<file path="src/rtl/mem_seq_pkg.sv">
// Shared types for the memory command sequencer: bus widths, command record and FSM states.
package mem_seq_pkg;

   localparam int unsigned ADDR_W = 3;
   localparam int unsigned DATA_W = 4;

   typedef struct packed {
      logic              write;
      logic [ADDR_W-1:0] addr;
      logic [DATA_W-1:0] wdata;
   } cmd_t;

   typedef enum logic [1:0] {
      StIdle,
      StIssue,
      StWaitRd,
      StResp
   } state_e;

endpackage

</file>
<file path="src/rtl/mem_cmd_fifo.sv">
// In-order command FIFO. DEPTH must be a power of two so the pointers wrap for free.
module mem_cmd_fifo
   import mem_seq_pkg::*;
#(
   parameter int unsigned DEPTH = 4
) (
   input  logic clk_i,
   input  logic rst_i,
   input  logic push_i,
   input  cmd_t push_data_i,
   input  logic pop_i,
   output cmd_t pop_data_o,
   output logic full_o,
   output logic empty_o
);

   localparam int unsigned PtrW = (DEPTH > 1) ? $clog2(DEPTH) : 1;
   localparam logic [PtrW:0] FullCount = DEPTH[PtrW:0];

   cmd_t            mem_q [DEPTH];
   logic [PtrW-1:0] wr_ptr_q;
   logic [PtrW-1:0] rd_ptr_q;
   logic [PtrW:0]   count_q;
   logic            do_push;
   logic            do_pop;

   assign full_o     = (count_q == FullCount);
   assign empty_o    = (count_q == '0);
   assign do_push    = push_i && !full_o;
   assign do_pop     = pop_i && !empty_o;
   assign pop_data_o = mem_q[rd_ptr_q];

   always_ff @(posedge clk_i) begin
      if (rst_i) begin
         wr_ptr_q <= '0;
         rd_ptr_q <= '0;
         count_q  <= '0;
      end else begin
         if (do_push) wr_ptr_q <= wr_ptr_q + 1'b1;
         if (do_pop)  rd_ptr_q <= rd_ptr_q + 1'b1;
         case ({do_push, do_pop})
            2'b10:   count_q <= count_q + 1'b1;
            2'b01:   count_q <= count_q - 1'b1;
            default: count_q <= count_q;
         endcase
      end
   end

   // Storage carries no reset; occupancy is governed by count_q alone.
   always_ff @(posedge clk_i) begin
      if (do_push) mem_q[wr_ptr_q] <= push_data_i;
   end

endmodule

</file>
<file path="src/rtl/mem_cmd_sequencer.sv">
// Queues read/write commands and issues them one at a time to a simple memory port.
// Define MEMSEQ_TIMEOUT_EN to add a read-response watchdog that returns an error response.
module mem_cmd_sequencer
   import mem_seq_pkg::*;
#(
   parameter int unsigned FIFO_DEPTH     = 4,
   parameter int unsigned TIMEOUT_CYCLES = 8
) (
   input  logic              clk,
   input  logic              rst,
   input  logic              cmd_valid,
   input  logic              cmd_write,
   input  logic [ADDR_W-1:0] cmd_addr,
   input  logic [DATA_W-1:0] cmd_wdata,
   output logic              cmd_ready,
   output logic              mem_wr,
   output logic              mem_rd,
   output logic [ADDR_W-1:0] mem_addr,
   output logic [DATA_W-1:0] mem_wdata,
   input  logic [DATA_W-1:0] mem_rdata,
   input  logic              mem_valid,
   output logic              rsp_valid,
   output logic [DATA_W-1:0] rsp_data,
   output logic [ADDR_W-1:0] rsp_addr,
   output logic              rsp_err,
   input  logic              rsp_ready
);

   if (FIFO_DEPTH < 2 || (FIFO_DEPTH & (FIFO_DEPTH - 1)) != 0 || TIMEOUT_CYCLES < 1)
   begin : g_param_check
      $error("mem_cmd_sequencer: bad FIFO_DEPTH or TIMEOUT_CYCLES");
   end

   cmd_t   cmd_in;
   cmd_t   fifo_head;
   logic   fifo_full;
   logic   fifo_empty;
   logic   fifo_pop;

   state_e            state_q;
   logic              write_q;
   logic              mem_wr_q;
   logic              mem_rd_q;
   logic [ADDR_W-1:0] mem_addr_q;
   logic [DATA_W-1:0] mem_wdata_q;
   logic              rsp_valid_q;
   logic [DATA_W-1:0] rsp_data_q;
   logic [ADDR_W-1:0] rsp_addr_q;

`ifdef MEMSEQ_TIMEOUT_EN
   localparam int unsigned CntW = $clog2(TIMEOUT_CYCLES + 1);
   localparam logic [CntW-1:0] CntLast = CntW'(TIMEOUT_CYCLES - 1);

   logic [CntW-1:0] wait_cnt_q;
   logic            rsp_err_q;
`endif

   assign cmd_in    = '{write: cmd_write, addr: cmd_addr, wdata: cmd_wdata};
   assign cmd_ready = !fifo_full;
   assign fifo_pop  = (state_q == StIdle) && !fifo_empty;

   mem_cmd_fifo #(
      .DEPTH (FIFO_DEPTH)
   ) u_fifo (
      .clk_i       (clk),
      .rst_i       (rst),
      .push_i      (cmd_valid),
      .push_data_i (cmd_in),
      .pop_i       (fifo_pop),
      .pop_data_o  (fifo_head),
      .full_o      (fifo_full),
      .empty_o     (fifo_empty)
   );

   // Strobes are registered out of ISSUE, so they appear the cycle after the FSM leaves it.
   always_ff @(posedge clk) begin
      if (rst) begin
         state_q     <= StIdle;
         write_q     <= 1'b0;
         mem_wr_q    <= 1'b0;
         mem_rd_q    <= 1'b0;
         mem_addr_q  <= '0;
         mem_wdata_q <= '0;
         rsp_valid_q <= 1'b0;
         rsp_data_q  <= '0;
         rsp_addr_q  <= '0;
`ifdef MEMSEQ_TIMEOUT_EN
         wait_cnt_q  <= '0;
         rsp_err_q   <= 1'b0;
`endif
      end else begin
         mem_wr_q <= 1'b0;
         mem_rd_q <= 1'b0;
         unique case (state_q)
            StIdle: begin
               if (fifo_pop) begin
                  write_q     <= fifo_head.write;
                  mem_addr_q  <= fifo_head.addr;
                  mem_wdata_q <= fifo_head.wdata;
                  state_q     <= StIssue;
               end
            end
            StIssue: begin
               mem_wr_q <= write_q;
               mem_rd_q <= !write_q;
               state_q  <= write_q ? StIdle : StWaitRd;
`ifdef MEMSEQ_TIMEOUT_EN
               wait_cnt_q <= '0;
`endif
            end
            StWaitRd: begin
               if (mem_valid) begin
                  rsp_valid_q <= 1'b1;
                  rsp_data_q  <= mem_rdata;
                  rsp_addr_q  <= mem_addr_q;
                  state_q     <= StResp;
`ifdef MEMSEQ_TIMEOUT_EN
                  rsp_err_q   <= 1'b0;
               end else if (wait_cnt_q == CntLast) begin
                  rsp_valid_q <= 1'b1;
                  rsp_data_q  <= '0;
                  rsp_addr_q  <= mem_addr_q;
                  rsp_err_q   <= 1'b1;
                  state_q     <= StResp;
               end else begin
                  wait_cnt_q  <= wait_cnt_q + 1'b1;
`endif
               end
            end
            StResp: begin
               if (rsp_ready) begin
                  rsp_valid_q <= 1'b0;
                  state_q     <= StIdle;
               end
            end
            default: state_q <= StIdle;
         endcase
      end
   end

   assign mem_wr    = mem_wr_q;
   assign mem_rd    = mem_rd_q;
   assign mem_addr  = mem_addr_q;
   assign mem_wdata = mem_wdata_q;
   assign rsp_valid = rsp_valid_q;
   assign rsp_data  = rsp_data_q;
   assign rsp_addr  = rsp_addr_q;
`ifdef MEMSEQ_TIMEOUT_EN
   assign rsp_err   = rsp_err_q;
`else
   assign rsp_err   = 1'b0;
`endif

endmodule
</file>
<file path="config.mk">
export PLATFORM = sky130hd
export DESIGN_NAME = mem_cmd_sequencer
export DESIGN_NICKNAME = d
export VERILOG_FILES = /design/src/rtl/mem_seq_pkg.sv /design/src/rtl/mem_cmd_fifo.sv /design/src/rtl/mem_cmd_sequencer.sv
export SDC_FILE = /design/constraint.sdc
export NUM_CORES = 1
export LEC_CHECK = 0
export CAP_MARGIN = 40
export CORE_UTILIZATION = 45
export CTS_BUF_LIST = sky130_fd_sc_hd__clkbuf_4 sky130_fd_sc_hd__clkbuf_8
export CTS_CLUSTER_DIAMETER = 150
export CTS_CLUSTER_SIZE = 14
export DETAILED_ROUTE_END_ITERATION = 7
export GPL_TIMING_DRIVEN = 0
export PLACE_DENSITY = 0.77
export SETUP_SLACK_MARGIN = 0.4
export SLEW_MARGIN = 20
export SYNTH_ARGS = -nofsm -noshare
export SYNTH_HDL_FRONTEND = slang
export SYNTH_SLANG_ARGS = --single-unit
</file>
<file path="constraint.sdc">
create_clock -name clk -period 2.4 [get_ports clk]
set_input_delay 0.72 -clock clk [delete_from_list [all_inputs] [get_ports clk]]
set_output_delay 0.72 -clock clk [all_outputs]
set_load 0.01 [all_outputs]
</file>
## Word-level counts from Yosys, hierarchy flattened

Memories as Yosys holds them, arrays and structs flattened. A register that Yosys moved wholly into a read port is not among the register bits.
Cells that the tools add are included.

| storage, ports and cells | value |
|---|---|
| flip-flop bits (word level) | 19 |
| bits in writable memories | 32 |
| input bits | 17 |
| memories kept | 1 |

Memories:

| name | words | bits a word | read ports | clocked after memory_dff | wr ports | line | text |
|---|---|---|---|---|---|---|---|
| u_fifo.mem_q | 4 | 8 | 1 | 1 | 1 | mem_cmd_fifo.sv:20 | `cmd_t mem_q [DEPTH];` |

| operators by class | value |
|---|---|
| add/subtract/negate cells | 4 |
| eq/ne operators | 9 |
| multiplexer cells | 11 |
| bitwise logic cells | 1 |
| reductions and logical operators | 15 |

Operators by type and width:

| kind | number |
|---|---|
| $mux W2 | 4 |
| $pmux W2 S4 | 1 |
| $eq A2 B2 Y1 const B | 3 |
| $pmux W3 S2 | 1 |
| $reduce_and A3 Y1 | 2 |
| $add A2 B1 Y2 const B | 2 |
| $eq A2 B1 Y1 const B | 2 |
| $mux W1 | 4 |
| $ne A2 B2 Y1 const B | 2 |
| $reduce_and A2 Y1 | 2 |
| $reduce_bool A2 Y1 | 2 |
| $add A3 B1 Y3 const B | 1 |
| $eq A3 B3 Y1 const B | 1 |
| $logic_and A1 B1 Y1 | 3 |
| $logic_not A1 Y1 | 3 |
| $logic_not A3 Y1 | 1 |
| $sub A3 B1 Y3 const B | 1 |
| $logic_not A2 Y1 | 1 |
| $ne A2 B1 Y1 const B | 1 |
| $pmux W1 S2 | 1 |
| $reduce_or A2 Y1 | 1 |
| $not A1 Y1 | 1 |

## Logic depth before layout (Yosys ltp)

Gate-level depths: netlist (run 1).

| depth | value |
|---|---|
| depth after elaboration | 6 |
| gate-level depth with buffers | 10 |
| mapped depth without buffers | 9 |

## By module

Synthesis (run 1) repeated with hierarchy kept, for this count alone.

| unflattened totals | value |
|---|---|
| cell total of the unflattened synthesis | 186 |
| area, all modules | 2546.2 sq um |

Modules (own cells, without submodules):

| module | instances | cells each | area an instance (sq um) | sequential area each (sq um) |
|---|---|---|---|---|
| mem_cmd_fifo | 1 | 96 | 1635.3 | 1141.1 |
| mem_cmd_sequencer | 1 | 90 | 910.9 | 400.4 |

## Worst setup path before layout (run 1)

Ideal clock, no wire load.

| path | value |
|---|---|
| path type | input-to-reg |
| start point | input port cmd_valid |
| end point | register u_fifo.count_q[2] |
| library setup time | 70 ps |
| arrival time | 2077 ps |
| required time | 2330 ps |
| path slack | 252 ps |
| cell stages on the path | 8 |
| path buffers | 1 |
| cells stage by stage | buf_1 > nand2_1 > ha_1 > inv_1 > fa_1 > xor2_1 > or3_1 > a21oi_1 |

| between the ends | value |
|---|---|
| cells in the longest elaborated chain, start to end | 3 |
| elaborated cells on any way between the ends | 5 |

RTL lines:

| item | line | text |
|---|---|---|
| start, declared | mem_cmd_sequencer.sv:11 | `input logic cmd_valid,` |
| $logic_and A1 B1 Y1 (*) | mem_cmd_fifo.sv:29 | `assign do_push = push_i && !full_o;` |
| $eq A2 B1 Y1 / $eq A2 B2 Y1 (equally long branches) | mem_cmd_fifo.sv:41 | `case ({do_push, do_pop})` |
| $pmux W3 S2 / $reduce_bool A2 Y1 (equally long branches) | - |  |
| end signal, assigned | mem_cmd_fifo.sv:42 | `2'b10: count_q <= count_q + 1'b1;` |
| end signal, assigned | mem_cmd_fifo.sv:43 | `2'b01: count_q <= count_q - 1'b1;` |
| end signal, assigned | mem_cmd_fifo.sv:44 | `default: count_q <= count_q;` |
| end, declared | mem_cmd_fifo.sv:23 | `logic [PtrW:0] count_q;` |

Every way passes the cells marked *; elsewhere a longest branch is shown, timed or not.
A chain may end at the register's enable or synchronous reset.

## Worst setup path in the final report (run 1)

| path | value |
|---|---|
| start point | register u_fifo.count_q[0] |
| end point | register u_fifo.count_q[2] |

| between the ends | value |
|---|---|
| cells in the longest elaborated chain, start to end | 6 |
| elaborated cells on any way between the ends | 13 |

RTL lines:

| item | line | text |
|---|---|---|
| $logic_not A3 Y1 | mem_cmd_fifo.sv:28 | `assign empty_o = (count_q == '0);` |
| $logic_not A1 Y1 | mem_cmd_fifo.sv:30, mem_cmd_sequencer.sv:60 |  |
| $logic_and A1 B1 Y1 | mem_cmd_sequencer.sv:60 | `assign fifo_pop = (state_q == StIdle) && !fifo_empty;` |
| $logic_and A1 B1 Y1 | mem_cmd_fifo.sv:30 | `assign do_pop = pop_i && !empty_o;` |
| $eq A2 B1 Y1 / $eq A2 B2 Y1 (equally long branches) | mem_cmd_fifo.sv:41 |  |
| $pmux W3 S2 / $reduce_bool A2 Y1 (equally long branches) | - |  |

Parallel ways exist; a longest one is shown, timed or not.

==> results of run 1 <==
## sequential cells by signal, indices dropped and copies added, names as in the netlist, named ones only
name,count
write_q,1
state_q,1
u_fifo.wr_ptr_q,2
u_fifo.rd_ptr_q,2
rsp_valid,1
u_fifo.count_q,3
mem_wr,1
mem_wdata,4
rsp_data,4
mem_addr,3
mem_rd,1
u_fifo.mem_q,32
rsp_addr,3
## cell type report
class                           count  area [sq um]  area share [%]
Buffer                             13          93.8            3.02
Clock buffer                       10           131            4.23
Clock inverter                      5           103            3.31
Inverter                            8          30.0           0.967
Multi-Input combinational cell     98           786            25.3
Sequential cell                    59          1510            48.5
Tap cell                           70          87.6            2.82
Timing Repair Buffer               39           368            11.9
## routing by layer
layer	part of all wire (%)	wire length, microns	GRT usage, %
met4	3.1	126	10.7
met2	46	1920	27.4
met3	4.7	192	4.74
met1	46	1890	20.4
met5	0	0	0
## timing repair
item	CTS	global route
pin swaps	5	1
endpoints found under the setup margin	3	4
buffers inserted	6	0
resized for setup	9	4
## cell usage in the layout (no fill, tap or decap), types with 5 or more instances in the layout
cell,count
a21oi_1,16
inv_1,6
buf_2,5
buf_4,9
nand3_1,10
clkbuf_8,9
clkdlybuf4s50_1,30
dfxtp_1,24
mux2i_1,7
mux4_2,8
o21ai_0,11
nor2_1,12
edfxtp_1,32
## power breakdown
part,switching [mW],total [mW],internal (mW)
Sequential,0.0888,1.33,1.25
Combinational,0.603,1.24,0.634
Clock,0.374,1.07,0.694
Total,1.07,3.64,2.57
## synthesized netlist by cell type, types with 3 or more instances
| cell | instances | area [sq um] |
|---|---|---|
| nand3_1 | 10 | 50.1 |
| buf_2 | 5 | 25.0 |
| a21oi_1 | 16 | 80.1 |
| mux2i_1 | 7 | 70.1 |
| o21ai_0 | 11 | 55.1 |
| edfxtp_1 | 32 | 961 |
| or3_1 | 3 | 18.8 |
| nand2_1 | 3 | 11.3 |
| inv_1 | 8 | 30.0 |
| nor2_1 | 12 | 45.0 |
| dfxtp_1 | 27 | 541 |
| ha_1 | 5 | 62.6 |
| and3_1 | 4 | 25.0 |
| mux4_2 | 8 | 180 |
## logic make-up after synthesis
| family | share of synthesized area [%] |
|---|---|
| compound gates | 7.84 |
| flops | 63.6 |
| other cells | 0.159 |
| buf+inv | 4.55 |
| xor+xnor | 0.742 |
| mux | 10.6 |
| simple gates | 9.06 |
| fa+ha+maj | 3.50 |
## worst max-delay path, cell delays in order, from the launching register on
cell	delay [ps]
dfxtp_2	330
or3b_4	390
buf_6	140
nand2_4	50
ha_4	120
inv_2	30
fa_2	330
xor2_1	150
or3_1	310
a21oi_1	120
## how the worst max path moves through the flow
stage / startpoint / to / slack [ps] / cells after the start
after floorplan: cmd_valid / u_fifo.count_q[2]$_SDFFE_PP0P_ / 380 / 8
after global placement: state_q[0]$_SDFFE_PP0P_ / u_fifo.count_q[2]$_SDFFE_PP0P_ / 230 / 10
after detailed placement: state_q[0]$_SDFFE_PP0P_ / u_fifo.count_q[2]$_SDFFE_PP0P_ / 180 / 10
after CTS: u_fifo.count_q[0]$_SDFFE_PP0P_ / u_fifo.count_q[2]$_SDFFE_PP0P_ / 320 / 9
after global routing: u_fifo.count_q[2]$_SDFFE_PP0P_ / u_fifo.count_q[2]$_SDFFE_PP0P_ / 240 / 9
final: u_fifo.count_q[0]$_SDFFE_PP0P_ / u_fifo.count_q[2]$_SDFFE_PP0P_ / 340 / 9
==> results by group, run 1 <==
Placement
  – Post-DP HPWL: 2770 microns
  – DP Worst Slack: 181 ps
  – IO Port Bufs: 32
  – Gpl congestion: 0.684
  – Placed Area: 2810 sq um
  – Post-Place Cells: 280

Timing
  – Final critical-path share of the clock period: 86.0%
  – Final hold viol count: 0
  – Max-slew violation count: 0
  – Final TNS setup: 0 ps
  – Min Hold Slack: 443 ps
  – Setup violators final: 0
  – PnR worst setup slack: 336 ps
  – Unrepaired setup endpoints after global routing: yes
  – Max Clock Freq: 485 MHz
  – Final Skew: 7.69 ps
  – Final critical-path required period: 2060 ps

Worst setup path
  – Worst reg2reg path depth: 9
  – Flop2flop setup slack: 340 ps
  – WP data arrival: 2320 ps
  – CP Class: reg -> reg
  – Setup crit end kind: flop
  – R2R Path Start: u_fifo.count_q[0]$_SDFFE_PP0P_
  – Crit Path Max Fanout: 4
  – Reg2reg end: u_fifo.count_q[2]$_SDFFE_PP0P_
  – WP data required: 2650 ps
  – CP Launch Type: flop

Yosys
  – Asr flop ratio synth: 0%
  – Ys Warns: 0
  – Number of flops mapped to enable cells by yosys: 32
  – Seq cells post-synth: 59
  – Post-synthesis cell area: 2360 sq um
  – Netlist cell types: 32
  – Post-Syn Nets: 201
  – Post-synthesis area per instance: 13.3 sq um
  – Sequential fraction of the synthesis area: a little under two thirds
  – Primary FF master, synth: edfxtp_1
  – Mapped Cells: 178

Clock tree
  – H-tree levels: 3
  – Total CTS buffers: 9
  – CTS tree: yes
  – CTS clock-pin slew for the worst setup and hold paths: 70 ps
  – CTS root buf: clkbuf_8
  – Worst skew pair latency: around 330 ps
  – # clock sinks: 59
  – CTS max path bufs: 2
  – Cts hold-fix bufs: 0

Floorplan
  – Die X-Extent: 74.5 microns
  – Io pins: 36
  – Die Area: 5540 sq um
  – Core Area: about 5100 sq um
  – Die Y: 74.5 microns
  – FP Rows: 26
  – Initial Utilization: 46.5%

Global routing
  – First-pass GRT wire length: between 6000 and 7000 microns
  – GRT overflow: 0
  – All-Layer GR Usage: 17.1%
  – Vias in the first global route: around 1500
  – Largest net degree at the start of global routing: 11
  – Initial antenna violation count: 0

Route
  – Drt total wl: 4130 microns
  – Post-DR vias/cell: 5.03
  – Vias: between 1500 and 2000
  – DRT Pass-1 Iters: 4
  – Residual DRC count: 0
  – Routed WL per cell: 13.7 microns
  – Final antenna-violating net count: 0
  – Starting DRC count in detailed routing: 62

Final layout
  – Total inserted antenna cells: 0
  – Nets: 251
  – Post-Layout Cell Count: a little over 300
  – Fin area: roughly 3100 sq um
  – # fillers: 426
  – Proportion of layout cells with a drive suffix above 1: between 20 and 25%
  – Area growth syn-to-layout: 31.4%
  – Post-Route Utilization: 61.2%

Pwr
  – Leakage: 1.17 nW
  – Power density cells: about 1200 nW/um^2
  – Peak supply drop: between 500 and 600 uV
  – Total power: 3.64 mW

Run status
  – Status: complete, no violations

Hold path
  – Min-Delay Endpoint: mem_rd$_SDFF_PP0_
  – Worst hold path class: reg -> reg
  – Hold wc startpoint: write_q$_SDFFE_PP0P_
  – Hold path depth: 1

Run
  – Max-Cap Viols: 0
No activity file was read; power rests on OpenSTA's default activity.
==> inputs of run 2 (changes only) <==
--- a/config.mk
+++ b/config.mk
@@ -6,9 +6,10 @@
 export NUM_CORES = 1
 export LEC_CHECK = 0
 export CAP_MARGIN = 40
+export CORE_MARGIN = 3
 export CORE_UTILIZATION = 45
 export CTS_BUF_LIST = sky130_fd_sc_hd__clkbuf_4 sky130_fd_sc_hd__clkbuf_8
-export CTS_CLUSTER_DIAMETER = 150
+export CTS_CLUSTER_DIAMETER = 50
 export CTS_CLUSTER_SIZE = 14
 export DETAILED_ROUTE_END_ITERATION = 7
 export GPL_TIMING_DRIVEN = 0
==> run 2 against run 1 <==
Against the previous run: clock skew up 0.62 ps; sequential share of layout area down 0.33 points; critical path depth unchanged; global-route usage down 1.2 points; clock-buffer cell count up 3; power up 1.0%; flip-flop and latch count unchanged; cell area up 0.85%; critical path type unchanged; largest cell class unchanged.
==> results by group, run 2 (synthesis gave the netlist of run 1 again) <==
Final layout
  – Proportion of layout cells with a drive suffix above 1: 24.6%
  – Post-Layout Cell Count: 303
  – Commonest non-fill, non-tap cell in the layout: edfxtp_1
  – Area growth syn-to-layout: 32.5%
  – Reg with most FFs: u_fifo.mem_q
  – Total inserted antenna cells: 0
  – Largest register FFs: 32
  – # fillers: 394
  – Post-Route Utilization: between 60 and 70%
  – Most frequent cells in the layout: edfxtp_1, clkdlybuf4s50_1, dfxtp_1, a21oi_1, buf_4
  – Nets: around 250

Timing
  – Max Clock Freq: about 480 MHz
  – Max-slew violation count: 0
  – Final critical-path required period: 2090 ps
  – Final critical-path share of the clock period: between 80 and 90%
  – Worst slew pin tran: 889 ps
  – Final Skew: 8.31 ps
  – Final TNS setup: 0 ps
  – Min Hold Slack: between 400 and 500 ps
  – Setup violators final: 0
  – Unrepaired setup endpoints after global routing: yes
  – Slew HR: 40.3%
  – Final hold viol count: 0
  – PnR worst setup slack: 312 ps

Worst setup path
  – Reg2reg end: u_fifo.count_q[2]$_SDFFE_PP0P_
  – CP Class: reg -> reg
  – Crit Path Max Fanout: 4
  – R2R Path Start: u_fifo.count_q[0]$_SDFFE_PP0P_
  – Flop2flop setup slack: approximately 310 ps
  – WP data arrival: 2350 ps
  – Setup crit end kind: flop
  – Worst reg2reg path depth: 9
  – CP Launch Type: flop
  – WP data required: about 2700 ps

Route
  – Post-DR vias/cell: 5.16
  – DRT Pass-1 Iters: 4
  – Vias: around 1600
  – Residual DRC count: 0
  – Routed WL per cell: between 10 and 15 microns
  – Starting DRC count in detailed routing: 78
  – Drt total wl: 4440 microns
  – Final antenna-violating net count: 0

Global routing
  – Initial antenna violation count: 0
  – GRT overflow: 0
  – Vias in the first global route: 1550
  – Largest net degree at the start of global routing: 11
  – First-pass GRT wire length: 7250 microns
  – All-Layer GR Usage: 15.9%

Run status
  – Status: complete, no violations

Floorplan
  – Die X-Extent: 78.5 microns
  – Io pins: 36
  – Core Area: 4910 sq um
  – Die Area: 6160 sq um
  – FP Rows: 25
  – Die Y: 78.5 microns
  – Initial Utilization: 48.1%

Placement
  – DP Worst Slack: about 200 ps
  – Gpl congestion: approximately 0.70
  – Post-Place Cells: 277
  – IO Port Bufs: 32
  – Post-DP HPWL: 2880 microns

Clock tree
  – # clock sinks: 59
  – Worst skew pair latency: 330 ps
  – CTS max path bufs: 2
  – Cts hold-fix bufs: 0
  – CTS root buf: clkbuf_8
  – Total CTS buffers: 9
  – CTS clock-pin slew for the worst setup and hold paths: 60 ps
  – H-tree levels: 3
  – CTS tree: yes

Pwr
  – Power density cells: about 1200 nW/um^2
  – Leakage: 1.22 nW
  – Peak supply drop: ~640 uV

Hold path
  – Min-Delay Endpoint: mem_rd$_SDFF_PP0_
  – Worst hold path class: reg -> reg
  – Hold wc startpoint: write_q$_SDFFE_PP0P_
  – Hold path depth: 1

Run
  – Max-Cap Viols: 0
==> run 2: routing by layer <==
layer	GRT usage [%]	wire length (microns)
met4	8.22	77
met3	6.19	261
met1	18.0	1870
met2	26.1	2230
met5	0	0
==> run 2: layout make-up <==
class,count,area (sq um),area share [%]
plain buffers,13,97.6,3.12
clock buffers,13,160,5.12
clock inverters,3,65.1,2.08
inverters,8,30.0,0.959
multi-input cells,98,788,25.2
flip-flops and latches,59,1510,48.2
well taps,67,83.8,2.68
repair buffers,42,398,12.7
==> run 2: worst max path at each step <==
stage                                   start                        endpoint  slack (ps)  depth (start not counted)
2_1_floorplan                       cmd_valid  u_fifo.count_q[2]$_SDFFE_PP0P_         380                          8
3_3_place_gp          state_q[0]$_SDFFE_PP0P_  u_fifo.count_q[2]$_SDFFE_PP0P_         240                         10
3_5_place_dp          state_q[0]$_SDFFE_PP0P_  u_fifo.count_q[2]$_SDFFE_PP0P_         200                         10
4_1_cts        u_fifo.count_q[0]$_SDFFE_PP0P_  u_fifo.count_q[2]$_SDFFE_PP0P_         320                          9
5_1_grt        u_fifo.count_q[0]$_SDFFE_PP0P_  u_fifo.count_q[2]$_SDFFE_PP0P_         260                          9
6_report       u_fifo.count_q[0]$_SDFFE_PP0P_  u_fifo.count_q[2]$_SDFFE_PP0P_         310                          9
==> run 2: power by group <==
part | switching (mW) | internal [mW]
Sequential | 0.0920 | 1.25
Combinational | 0.631 | 0.697
Clock | 0.362 | 0.646
Total | 1.09 | 2.59
==> run 2: critical path: stages (launching register included) <==
cell and delay (ps):
dfxtp_4 350, or3b_4 390, buf_6 130, nand2_4 50, ha_4 130, inv_2 30
fa_2 330, xor2_1 150, or3_1 300, a21oi_1 140
==> run 2: through the flow <==
stage	power, mW	cell area [sq um]
floorplan	2.14	2400
global placement	2.46	2800
detailed placement	2.50	2800
CTS	3.56	3070
global route	3.90	3130
finish	3.68	3130
==> run 2: what timing repair did <==
item | CTS | global route
gates resized for setup | 10 | 8
pin swaps | 3 | 2
setup endpoints to repair | 3 | 6
buffers inserted | 4 | 6
endpoints found under the hold margin | 0 | 0
